### config.mk
export PLATFORM = sky130hd
export DESIGN_NAME = bcl_block_serial_subtractor_flat
export DESIGN_NICKNAME = d
export VERILOG_FILES = /design/src/rtl/bcl_block_serial_subtractor_pkg.sv /design/src/rtl/bcl_block_serial_subtractor_if.sv /design/src/rtl/bcl_block_serial_subtractor_block_unit.sv /design/src/rtl/bcl_block_serial_subtractor.sv /design/src/flat_wrapper.sv
export SDC_FILE = /design/constraint.sdc
export NUM_CORES = 1
export LEC_CHECK = 0
export CAP_MARGIN = 40
export CORE_MARGIN = 5
export CORE_UTILIZATION = 50
export CTS_CLUSTER_DIAMETER = 30
export CTS_CLUSTER_SIZE = 28
export DETAILED_ROUTE_END_ITERATION = 16
export DONT_BUFFER_PORTS = 1
export GPL_ROUTABILITY_DRIVEN = 1
export PLACE_DENSITY = 0.68
export SYNTH_ARGS = -nofsm -noshare
export SYNTH_HDL_FRONTEND = slang
export SYNTH_SLANG_ARGS = --single-unit
### constraint.sdc
create_clock -name clk -period 2.3 [get_ports clk]
set_clock_uncertainty 0.1 [all_clocks]
set_input_delay 0.115 -clock clk [delete_from_list [all_inputs] [get_ports clk]]
set_output_delay 0.115 -clock clk [all_outputs]
set_load 0.005 [all_outputs]
### src/rtl/bcl_block_serial_subtractor_pkg.sv
// Shared types and sizing helpers for the block-serial CLA subtractor.
package bcls_pkg;

    typedef enum logic [1:0] {
        S_IDLE = 2'd0,
        S_RUN  = 2'd1,
        S_DONE = 2'd2
    } bcls_state_e;

    localparam int BCLS_WIDTH = 8;
    localparam int BCLS_BLOCK = 4;

    function automatic int bcls_nblk(input int w, input int b);
        return w / b;
    endfunction

    function automatic int bcls_blk_w(input int w, input int b);
        int n;
        n = w / b;
        return (n <= 1) ? 1 : $clog2(n);
    endfunction

endpackage

### src/rtl/bcl_block_serial_subtractor_if.sv
// Operand/result valid-ready bundle for the block-serial subtractor.
interface bcls_if
    import bcls_pkg::*;
#(
    parameter int WIDTH = BCLS_WIDTH
) ();

    logic             in_valid;
    logic             in_ready;
    logic [WIDTH-1:0] x;
    logic [WIDTH-1:0] y;
    logic             out_valid;
    logic             out_ready;
    logic [WIDTH-1:0] d;
    logic             borrow;
    logic             ovf;

    modport master (
        output in_valid, x, y, out_ready,
        input  in_ready, out_valid, d, borrow, ovf
    );

    modport slave (
        input  in_valid, x, y, out_ready,
        output in_ready, out_valid, d, borrow, ovf
    );

endinterface

### src/rtl/bcl_block_serial_subtractor_block_unit.sv
// One BLOCK-bit look-ahead adder slice with group generate/propagate.
module bcls_block_unit #(
    parameter int BLOCK = 4
) (
    input  logic [BLOCK-1:0] a_i,
    input  logic [BLOCK-1:0] b_i,
    input  logic             cin_i,
    output logic [BLOCK-1:0] sum_o,
    output logic             go_o,
    output logic             po_o
);

    logic [BLOCK-1:0] g;
    logic [BLOCK-1:0] p;
    logic [BLOCK-1:0] c;

    assign g = a_i & b_i;
    assign p = a_i ^ b_i;

    // Each internal carry is the flattened sum-of-products, not a ripple.
    always_comb begin
        logic acc;
        logic pp;
        c = '0;
        for (int i = 0; i < BLOCK; i++) begin
            acc = 1'b0;
            pp  = 1'b1;
            for (int j = i - 1; j >= 0; j--) begin
                acc = acc | (pp & g[j]);
                pp  = pp & p[j];
            end
            c[i] = acc | (pp & cin_i);
        end
    end

    always_comb begin
        logic acc;
        logic pp;
        acc = 1'b0;
        pp  = 1'b1;
        for (int j = BLOCK - 1; j >= 0; j--) begin
            acc = acc | (pp & g[j]);
            pp  = pp & p[j];
        end
        go_o = acc;
    end

    assign po_o  = &p;
    assign sum_o = p ^ c;

endmodule

### src/rtl/bcl_block_serial_subtractor.sv
// Block-serial CLA subtractor: D = X + ~Y + 1, one block per cycle.
// Define BCLS_SIGNED_OVF_EN to register a signed-overflow flag.
module bcl_block_serial_subtractor
    import bcls_pkg::*;
#(
    parameter int WIDTH = BCLS_WIDTH,
    parameter int BLOCK = BCLS_BLOCK
) (
    input logic   clk,
    input logic   rst_n,
    bcls_if.slave io
);

    localparam int NBLK = bcls_nblk(WIDTH, BLOCK);
    localparam int BW   = bcls_blk_w(WIDTH, BLOCK);
    localparam logic [BW-1:0] LAST = BW'(NBLK - 1);

    bcls_state_e      state_q, state_d;
    logic [BW-1:0]    blk_q, blk_d;
    logic             carry_q, carry_d;
    logic [WIDTH-1:0] xa_q, xa_d;
    logic [WIDTH-1:0] yb_q, yb_d;
    logic [WIDTH-1:0] d_q, d_d;
    logic             borrow_q, borrow_d;

    logic [BLOCK-1:0] a_sl;
    logic [BLOCK-1:0] b_sl;
    logic [BLOCK-1:0] sum;
    logic             go;
    logic             po;
    logic             cout;
    logic             last;

    always_comb begin
        a_sl = '0;
        b_sl = '0;
        for (int i = 0; i < NBLK; i++) begin
            if (blk_q == BW'(i)) begin
                a_sl = xa_q[i*BLOCK +: BLOCK];
                b_sl = yb_q[i*BLOCK +: BLOCK];
            end
        end
    end

    bcls_block_unit #(
        .BLOCK (BLOCK)
    ) u_blk (
        .a_i   (a_sl),
        .b_i   (b_sl),
        .cin_i (carry_q),
        .sum_o (sum),
        .go_o  (go),
        .po_o  (po)
    );

    assign cout = go | (po & carry_q);
    assign last = (blk_q == LAST);

    always_comb begin
        state_d  = state_q;
        blk_d    = blk_q;
        carry_d  = carry_q;
        xa_d     = xa_q;
        yb_d     = yb_q;
        d_d      = d_q;
        borrow_d = borrow_q;
        unique case (state_q)
            S_IDLE: begin
                if (io.in_valid) begin
                    xa_d    = io.x;
                    yb_d    = ~io.y;
                    carry_d = 1'b1;
                    blk_d   = '0;
                    state_d = S_RUN;
                end
            end
            S_RUN: begin
                for (int i = 0; i < NBLK; i++) begin
                    if (blk_q == BW'(i)) begin
                        d_d[i*BLOCK +: BLOCK] = sum;
                    end
                end
                carry_d = cout;
                blk_d   = blk_q + BW'(1);
                if (last) begin
                    borrow_d = ~cout;
                    state_d  = S_DONE;
                end
            end
            S_DONE: begin
                if (io.out_ready) begin
                    state_d = S_IDLE;
                end
            end
            default: state_d = S_IDLE;
        endcase
    end

    always_ff @(posedge clk or negedge rst_n) begin
        if (!rst_n) begin
            state_q  <= S_IDLE;
            blk_q    <= '0;
            carry_q  <= 1'b1;
            xa_q     <= '0;
            yb_q     <= '0;
            d_q      <= '0;
            borrow_q <= 1'b0;
        end else begin
            state_q  <= state_d;
            blk_q    <= blk_d;
            carry_q  <= carry_d;
            xa_q     <= xa_d;
            yb_q     <= yb_d;
            d_q      <= d_d;
            borrow_q <= borrow_d;
        end
    end

`ifdef BCLS_SIGNED_OVF_EN
    logic ovf_q, ovf_d;

    // yb_q holds ~y, so equal stored MSBs mean x and y signs differ.
    always_comb begin
        ovf_d = ovf_q;
        if (state_q == S_RUN && last) begin
            ovf_d = (xa_q[WIDTH-1] == yb_q[WIDTH-1]) &&
                    (sum[BLOCK-1] != xa_q[WIDTH-1]);
        end
    end

    always_ff @(posedge clk or negedge rst_n) begin
        if (!rst_n) begin
            ovf_q <= 1'b0;
        end else begin
            ovf_q <= ovf_d;
        end
    end

    assign io.ovf = ovf_q;
`else
    assign io.ovf = 1'b0;
`endif

    assign io.in_ready  = (state_q == S_IDLE);
    assign io.out_valid = (state_q == S_DONE);
    assign io.d         = d_q;
    assign io.borrow    = borrow_q;

endmodule

### src/flat_wrapper.sv
// flat-port wrapper written by rule: the top's interface ports become plain ports
module bcl_block_serial_subtractor_flat import bcls_pkg::*;
#(
    parameter int WIDTH = BCLS_WIDTH,
    parameter int BLOCK = BCLS_BLOCK
)
  (clk, rst_n, io_in_valid, io_x, io_y, io_out_ready, io_in_ready, io_out_valid, io_d, io_borrow, io_ovf);
  bcls_if #(.WIDTH(WIDTH)) io_i ();
  input logic clk;
  input logic rst_n;
  input wire logic [$bits(io_i.in_valid)-1:0] io_in_valid;
  input wire logic [$bits(io_i.x)-1:0] io_x;
  input wire logic [$bits(io_i.y)-1:0] io_y;
  input wire logic [$bits(io_i.out_ready)-1:0] io_out_ready;
  output wire logic [$bits(io_i.in_ready)-1:0] io_in_ready;
  output wire logic [$bits(io_i.out_valid)-1:0] io_out_valid;
  output wire logic [$bits(io_i.d)-1:0] io_d;
  output wire logic [$bits(io_i.borrow)-1:0] io_borrow;
  output wire logic [$bits(io_i.ovf)-1:0] io_ovf;
  assign io_i.in_valid = io_in_valid;
  assign io_i.x = io_x;
  assign io_i.y = io_y;
  assign io_i.out_ready = io_out_ready;
  assign io_in_ready = io_i.in_ready;
  assign io_out_valid = io_i.out_valid;
  assign io_d = io_i.d;
  assign io_borrow = io_i.borrow;
  assign io_ovf = io_i.ovf;
  bcl_block_serial_subtractor #(.WIDTH(WIDTH), .BLOCK(BLOCK)) u_core (.clk(clk), .rst_n(rst_n), .io(io_i));
endmodule
# Word-level counts from Yosys, hierarchy flattened
# Index checks and enable logic that the tools add are counted.
# Widths: inputs -> output; s select.
[op_classes]
n_reduce_logical = 8
bitwise_logic = 31
addsub = 1
n_eq_ne = 5
n_mux = 10
[ops]
columns = ["cell", "count"]
rows = [
  ["$and 1x1->1", 15],
  ["$or 1x1->1", 10],
  ["$mux 4", 2],
  ["$not 8->8", 1],
  ["$reduce_and 2->1", 4],
  ["$xor 4x4->4", 2],
  ["$mux 2", 3],
  ["$pmux 2 s3", 1],
  ["$and 4x4->4", 1],
  ["$ne 2x2->1 const B", 2],
  ["$pmux 1 s2", 2],
  ["$reduce_and 4->1", 1],
  ["$reduce_and 3->1", 1],
  ["$eq 2x1->1 const B", 1],
  ["$eq 2x2->1 const B", 1],
  ["$logic_not 2->1", 1],
  ["$mux 1", 2],
  ["$ne 2x1->1 const B", 1],
  ["$not 1->1", 2],
  ["$reduce_bool 2->1", 1],
  ["$add 1x1->1 const B", 1],
]
[word_totals]
reg_bits = 29
elab_cells = 63
inputBits = 20
out_inout_bits = 12

# Logic depth before layout (Yosys ltp)
# Gate-level depths: netlist of the first run.
[logic_depth]
word_depth = 8
depth_mapped = 7
ltp_nobuf = 6

# Hierarchy
# From an unflattened synthesis of the first run, not the netlist that was laid out.
[unflattened]
cells_unflattened = 117
area_unflattened_um2 = 1453.9
[by_module_without_submodules]
columns = ["mod", "n_inst", "cells_per_inst", "area_each_um2", "seq_area_each_um2"]
rows = [
  ["bcl_block_serial_subtractor", 1, 95, 1271.2, 726.9],
  ["bcls_block_unit", 1, 22, 182.7, 0.0],
]

# Worst setup path before layout of the first run
# Ideal clock, no wire load.
[synth_timing]
path_type = "reg2reg"
start = "reg u_core.blk_q"
end = "reg u_core.d_q[6], in the netlist u_core.io.d[6]"
stages_incl_launch_ff = 8
path_slack_ns = -0.103
n_path_buf = 1
period_less_slack_ns = 2.403
arrival_time_ns = 2.207
t_required_ns = 2.104
setup_time_ns = 0.096
path_cell_list = "dfrtp_1 -> buf_1 -> mux2i_1 -> inv_1 -> ha_1 -> a211oi_1 -> nor2_1 -> o31ai_1"
[synth_via]
elab_chain_cells = 6
word_cells_on_any_way = 11
classes_between = "2 x mux; 8 x bitwise; 1 x reduce/logical"
[synth_lines]
columns = ["item", "line", "rtl"]
rows = [
  ["from (decl)", "bcl_block_serial_subtractor.sv:19", "logic [BW-1:0] blk_q, blk_d;"],
  ["from (signal assigned)", "bcl_block_serial_subtractor.sv:110", "blk_q <= blk_d;"],
  ["$mux 4", "bcl_block_serial_subtractor.sv:38", "if (blk_q == BW'(i)) begin"],
  ["$xor 4x4->4 or $and 4x4->4 (tied branches)", "bcl_block_serial_subtractor_block_unit.sv:18, bcl_block_serial_subtractor_block_unit.sv:17", ""],
  ["$and 1x1->1 (on tied branches)", "bcl_block_serial_subtractor_block_unit.sv:29, bcl_block_serial_subtractor_block_unit.sv:30", ""],
  ["$or 1x1->1 or $and 1x1->1 (tied branches)", "bcl_block_serial_subtractor_block_unit.sv:29, bcl_block_serial_subtractor_block_unit.sv:32", ""],
  ["$or 1x1->1", "bcl_block_serial_subtractor_block_unit.sv:32", "c[i] = acc | (pp & cin_i);"],
  ["$xor 4x4->4", "bcl_block_serial_subtractor_block_unit.sv:49", "assign sum_o = p ^ c;"],
  ["to (signal assigned)", "bcl_block_serial_subtractor.sv:106", "d_q <= '0;"],
  ["to (signal assigned)", "bcl_block_serial_subtractor.sv:114", "d_q <= d_d;"],
  ["to (decl)", "bcl_block_serial_subtractor.sv:23", "logic [WIDTH-1:0] d_q, d_d;"],
]
# Several ways; a longest one is shown, not always the timed one.
# A chain may end at the register's enable or synchronous reset.

# Worst setup path after layout of the first run
[layout_timing]
start = "reg u_core.blk_q"
end = "reg u_core.d_q[3], in the netlist u_core.io.d[3]"
[layout_via]
elab_chain_cells = 7
word_cells_on_any_way = 15
classes_between = "2 x mux; 12 x bitwise; 1 x reduce/logical"
[layout_lines]
columns = ["item", "line", "rtl"]
rows = [
  ["$mux 4", "bcl_block_serial_subtractor.sv:38", ""],
  ["$xor 4x4->4 or $and 4x4->4 (tied branches)", "bcl_block_serial_subtractor_block_unit.sv:18, bcl_block_serial_subtractor_block_unit.sv:17", ""],
  ["$and 1x1->1 (on tied branches)", "bcl_block_serial_subtractor_block_unit.sv:29, bcl_block_serial_subtractor_block_unit.sv:30", ""],
  ["$or 1x1->1, or another cell as far along", "bcl_block_serial_subtractor_block_unit.sv:29", "acc = acc | (pp & g[j]);"],
  ["$or 1x1->1 or $and 1x1->1 (tied branches)", "bcl_block_serial_subtractor_block_unit.sv:29, bcl_block_serial_subtractor_block_unit.sv:32", ""],
  ["$or 1x1->1", "bcl_block_serial_subtractor_block_unit.sv:32", ""],
  ["$xor 4x4->4", "bcl_block_serial_subtractor_block_unit.sv:49", ""],
]
# Several ways; a longest one is shown, not always the timed one.

==> impl_metrics.py, run 1 <==
metrics = {
    "layout": {
        "area_growth_pct": 22.3,
        "multi_input_area_um2": 619,
        "drive_above_1_share_pct": 23.0,
        "seq_area_um2": 728,
        "n_antenna_cell": 0,
        "fin_area_um2": 1730,
        "n_fill_cell": 211,
        "layout.nets": 177,
    },
    "cts": {
        "cts_buffers": 5,
        "postCtsSetupRepairBufs": 0,
        "clkTransAtPathRegs_ns": 0.08,
        "h-tree-depth": 2,
        "cts_root_buffer": "clkbuf_4",
        "cts.sinks": 29,
        "cts_tree": "built",
        "cts_buffer_depth": 2,
        "clkLatencyLatePin_ns": 0.32,
    },
    "global_routing": {
        "grt_pass1_vias": 983,
        "antenna_found_initial": 0,
        "track_usage_pct": 14.6,
        "grt_pass1_wl_um": 4500,
        "grt-ovfl-total": 0,
        "grt_max_degree": 30,
    },
    "sta": {
        "slew_violations": 0,
        "setup_slack_ns": 0.142,
        "fmax_mhz": 463,
        "rsz0062_at_grt": "false",
        "tns_ns": 0,
        "period_share_pct": 93.8,
        "relSlewSlack_pct": 47.9,
        "fin_crit_ns": 2.16,
        "worst_pin_slew_ns": 0.781,
        "setup-violations-final": 0,
        "finalHoldViolCount": 0,
    },
    "synth": {
        "synth_area_leaders": "dfrtp_1 (50%), mux2_2 (11%), o21ai_0 (5.3%)",
        "yosys_warnings": 0,
        "yosysSeqAreaShare_pct": 51.5,
        "synth_cells": 125,
        "syn_area_per_cell_um2": 11.3,
        "ys_types": 33,
        "ys_seq_elements": 29,
        "synth_top_area_cell": "dfrtp_1",
        "synth.top_cell.area_share_pct": 49.6,
        "syn_area_um2": 1410,
        "syn_nets": 150,
    },
    "floorplan": {
        "die_w_um": 63.1,
        "core_area_um2": 2730,
        "start_util_pct": 51.6,
        "io_pins": 32,
        "die_y_um": 63.1,
        "dieArea_um2": 3990,
        "fp-row-count": 19,
    },
    "routing": {
        "viasPerCell": 5.46,
        "firstDrtPassIters": 4,
        "highest_layer": "met4",
        "drtAntennaViolNets": 0,
        "met2WireLength_um": 1250,
        "drt_wl_total_um": 2600,
        "drtIter0Drc": 36,
        "wl_met1_um": 1130,
        "drc_errors": 0,
        "dr_wl_met3_um": 157,
        "vias": 1000,
        "wire_per_inst_um": 14.2,
    },
    "placed_design": {
        "post-dp-hpwl_um": 1930,
        "dpl_worst_slack_ns": 0.0401,
        "placed_cell_area_um2": 1460,
        "portBuffers": 0,
        "place.gp.congestion": 0.788,
    },
    "worst_setup_path": {
        "path_max_fanout": 9,
        "cp.required_ns": 2.45,
        "worst-r2r-setup-slack_ns": 0.14,
        "cp_data_arrival_time_ns": 2.31,
        "reg2reg_depth": 7,
        "worstReg2RegEnd": "u_core.io.d[3]",
        "r2r-start": "u_core.blk_q",
        "critPathKind": "flip-flop to flip-flop",
        "worstSetupEndpointType": "flip-flop",
        "startpoint_type": "flip-flop",
        "crit_start": "u_core.blk_q",
    },
    "hold_path": {
        "hold_path.class": "input port to async pin",
    },
    "power_and_ir_drop": {
        "vdd_drop_max_uv": 1090,
        "total_power_w": 0.00267,
        "leakage_nw": 0.786,
        "p_per_area_nw_per_um2": 1550,
    },
    "flow_run": {
        "cap_violations": 0,
    },
    "status": {
        "status": "finished clean",
    },
}
==> logic make-up after synthesis <==
logic type,count (synthesis),share of synthesized area [%]
AO/OA/AOI/OAI,26,11.5
multiplexers,19,14.7
buffers and inverters,13,4.96
adder cells (fa/ha/maj),5,4.96
AND/OR/NAND/NOR,31,11.4
XOR/XNOR,1,0.621
other,1,0.266
flip-flops,29,51.5
==> stage by stage <==
stage	utilization, %	cells	hold WS (ns)
after detailed placement	53.4	156	-0.280
after floorplan	-	125	-0.281
after global placement	53.4	156	-0.280
final	63.2	183	0.119
after CTS	63.1	183	0.108
after global routing	63.2	183	0.117
==> Yosys cell counts (all sizes together) <==
cell type	instances
dfrtp	28
clkbuf	1
a31oi	1
nor3b	1
conb	1
o21ba	3
nand2	15
o22ai	1
a211oi	1
nand2b	1
and3b	1
or4	2
o31ai	2
mux2	14
inv	6
fa	1
buf	6
o211ai	2
o21bai	1
ha	4
nand3	2
xor2	1
mux2i	5
o21ai	15
nand3b	1
dfstp	1
or3b	3
nor2b	2
nor2	3
==> routing by layer <==
| layer | global-route usage [%] | vias up |
|---|---|---|
| li1 | - | 492 |
| met1 | 17.2 | 468 |
| met2 | 22.6 | 32 |
| met3 | 5.51 | 8 |
| met4 | 8.75 | 0 |
| met5 | 0 | - |
==> worst max-delay path, stage by stage (launching register included) <==
cell and delay, ns:
dfrtp_2 0.48, mux2i_1 0.29, inv_1 0.07, ha_1 0.30, a211oi_2 0.07, buf_4 0.15, or4_1 0.51, nand3_1 0.11
==> cell type report <==
cell class / instances / share of cell area [%]
timing repair buffer: 27 / 15.2
clock buffer: 7 / 3.19
tap: 31 / 2.25
sequential: 29 / 42.2
inverter: 6 / 1.30
multi-input combinational: 83 / 35.9
==> worst max path at each step <==
stage | to | slack, ns | cells after the start
floorplan | u_core.io.d[3] | 0.02 | 6
global placement | u_core.io.d[2] | 0.09 | 5
detailed placement | u_core.io.d[2] | 0.04 | 5
CTS | u_core.io.d[2] | 0.03 | 5
global route | u_core.io.d[3] | 0.03 | 7
finish | u_core.io.d[3] | 0.14 | 7
==> flip-flops by register name, summed over array words and instances (netlist names) <==
| signal | flops |
|---|---|
| u_core.carry_q | 1 |
| u_core.yb_q | 8 |
| u_core.io.borrow | 1 |
| u_core.io.d | 8 |
| u_core.xa_q | 8 |
| u_core.blk_q | 1 |
| u_core.state_q | 2 |
==> placed cells by master (no fill, tap or decap), drive strengths merged <==
master,n
dfstp,1
o21ba,3
or4,2
nand2,15
nand3,2
mux2,14
ha,4
nor2b,2
conb,1
mux2i,5
o31ai,2
o21ai,15
dlygate4sd3,19
nor2,3
or3b,3
o22ai,1
nor3b,1
clkbuf,7
o21bai,1
xor2,1
fa,1
and3b,1
buf,8
nand2b,1
a211oi,1
a31oi,1
dfrtp,28
o211ai,2
nand3b,1
inv,6
==> what timing repair did <==
item / in CTS / in global routing
hold buffers: 20 / 0
endpoints found under the setup margin: 0 / 6
gates resized for setup: 0 / 2
hold endpoints to repair: 47 / 0
==> power by group <==
part	switching, W	internal [W]
registers	0.000187	0.000781
clock network	0.000155	0.000144
logic	0.000689	0.000716
total	0.00103	0.00164
No activity file was read; power rests on OpenSTA's default activity.
==> run 2: changes to the inputs <==
--- a/config.mk
+++ b/config.mk
@@ -6,13 +6,12 @@
 export NUM_CORES = 1
 export LEC_CHECK = 0
 export CAP_MARGIN = 40
-export CORE_MARGIN = 5
+export CORE_MARGIN = 2
 export CORE_UTILIZATION = 50
 export CTS_CLUSTER_DIAMETER = 30
 export CTS_CLUSTER_SIZE = 28
 export DETAILED_ROUTE_END_ITERATION = 16
 export DONT_BUFFER_PORTS = 1
-export GPL_ROUTABILITY_DRIVEN = 1
 export PLACE_DENSITY = 0.68
 export SYNTH_ARGS = -nofsm -noshare
 export SYNTH_HDL_FRONTEND = slang
==> constraint.sdc (replaced) <==
create_clock -name clk -period 1.98 [get_ports clk]
set_clock_uncertainty 0.1 [all_clocks]
set_input_delay 0.099 -clock clk [delete_from_list [all_inputs] [get_ports clk]]
set_output_delay 0.099 -clock clk [all_outputs]
set_load 0.005 [all_outputs]
==> impl_metrics.py, run 2 (synthesis gave the netlist of run 1 again) <==
metrics = {
    "status": {
        "status": "complete, but fails checks",
        "violations": "setup timing",
    },
    "layout": {
        "n_fill_cell": 206,
        "drive_above_1_share_pct": 37.7,
        "n_antenna_cell": 0,
        "layout_commonest_cell": "dfrtp_1",
        "area_growth_pct": 40.3,
        "layout.nets": 186,
        "layout_common_cells": "dfrtp_1 (27), dlygate4sd3_1 (19), nand2_1 (15)",
    },
    "worst_setup_path": {
        "cp.required_ns": 2.16,
        "worstSetupEndpointType": "flip-flop",
        "reg2reg_depth": 6,
        "r2r-start": "u_core.blk_q",
        "worstReg2RegEnd": "u_core.io.d[7]",
        "cp_data_arrival_time_ns": 2.19,
        "path_max_fanout": 4,
        "worst-r2r-setup-slack_ns": -0.03,
        "startpoint_type": "flip-flop",
        "critPathKind": "flip-flop to flip-flop",
    },
    "floorplan": {
        "io_pins": 32,
        "die_y_um": 57.1,
        "dieArea_um2": 3260,
        "start_util_pct": 52.1,
        "fp-row-count": 19,
        "core_area_um2": 2710,
        "die_w_um": 57.1,
    },
    "placed_design": {
        "post-dp-hpwl_um": 1880,
        "portBuffers": 0,
        "place.gp.congestion": 0.891,
    },
    "global_routing": {
        "track_usage_pct": 21.4,
        "grt_pass1_vias": 1142,
        "grt_pass1_wl_um": 5010,
        "grt_max_degree": 30,
        "antenna_found_initial": 0,
        "grt-ovfl-total": 0,
    },
    "sta": {
        "setup-violations-final": 2,
        "fin_crit_ns": 2.01,
        "tns_ns": -0.0405,
        "period_share_pct": 102,
        "slew_violations": 0,
        "rsz0062_at_grt": "true",
        "finalHoldViolCount": 0,
        "fmax_mhz": 497,
        "setup_slack_ns": -0.0327,
    },
    "routing": {
        "vias": 1048,
        "drc_errors": 0,
        "drtIter0Drc": 28,
        "drt_wl_total_um": 3240,
        "firstDrtPassIters": 4,
        "wire_per_inst_um": 16.8,
        "drtAntennaViolNets": 0,
        "viasPerCell": 5.43,
    },
    "flow_run": {
        "cap_violations": 0,
    },
    "cts": {
        "cts.sinks": 29,
        "clkLatencyLatePin_ns": 0.33,
        "cts_tree": "built",
        "cts_buffers": 5,
        "cts_buffer_depth": 2,
        "clkTransAtPathRegs_ns": 0.10,
        "cts_root_buffer": "clkbuf_4",
        "h-tree-depth": 2,
    },
    "hold_path": {
        "hold_path.class": "input port to async pin",
    },
    "power_and_ir_drop": {
        "total_power_w": 0.00427,
        "p_per_area_nw_per_um2": 2150,
        "vdd_drop_max_uv": 1390,
        "leakage_nw": 0.879,
    },
}
-- run 2: layout make-up --
type / count / area, um2 / share of cell area, %
repair buffers: 36 / 342 / 17.2
clock inverters: 1 / 30.0 / 1.52
inverters: 6 / 22.5 / 1.14
multi-input cells: 83 / 764 / 38.6
clock buffers: 7 / 55.1 / 2.78
flip-flops and latches: 29 / 728 / 36.8
well taps: 31 / 38.8 / 1.96
-- run 2: routing by layer --
layer,wire length (um),share of wire [%],GRT usage [%]
met1,1230,38,22.8
met2,1800,56,38.4
met3,156,4.8,7.48
met4,55,1.7,8.97
met5,0,0,0
-- run 2: critical path, cell delays in order, from the launching register on --
cell	delay, ns
dfrtp_2	0.44
buf_6	0.14
mux2_4	0.31
ha_4	0.29
o21ai_4	0.07
or4_4	0.54
nand3_2	0.07
-- run 2: power breakdown --
part,switching [W],internal (W)
registers,0.000255,0.000907
logic,0.00114,0.00145
clock network,0.000214,0.000301
total,0.00161,0.00266
-- run 2: per-stage QoR --
stage | util (%) | setup slack [ns] | hold WS [ns] | cells | instance area [um2]
3_3_place_gp | 55.3 | -0.103 | -0.296 | 159 | 1500
4_1_cts | 69.8 | 0.00128 | 0.0884 | 191 | 1890
5_1_grt | 73.1 | -0.0977 | 0.0904 | 193 | 1980
3_5_place_dp | 55.3 | -0.150 | -0.296 | 159 | 1500
6_report | 73.1 | -0.0327 | 0.0841 | 193 | 1980
2_1_floorplan | - | 0.0115 | -0.297 | 125 | 1440
-- run 2: worst max path at each step --
stage | slack (ns) | from | endpoint | cells after the start
6_report | -0.03 | u_core.blk_q | u_core.io.d[7] | 6
5_1_grt | -0.1 | u_core.blk_q | u_core.io.d[3] | 8
4_1_cts | 0.001 | u_core.blk_q | u_core.io.d[3] | 6
3_5_place_dp | -0.15 | u_core.blk_q | u_core.io.d[2] | 6
3_3_place_gp | -0.10 | u_core.blk_q | u_core.io.d[7] | 5
2_1_floorplan | 0.01 | u_core.blk_q | u_core.io.d[6] | 7
-- run 2: what timing repair did --
action                                  CTS  global route
pin swaps                                 2            11
endpoints found under the setup margin    7             6
buffers inserted                          4             2
hold buffers                             20             0
resized for setup                        11            18
endpoints found under the hold margin    47             0
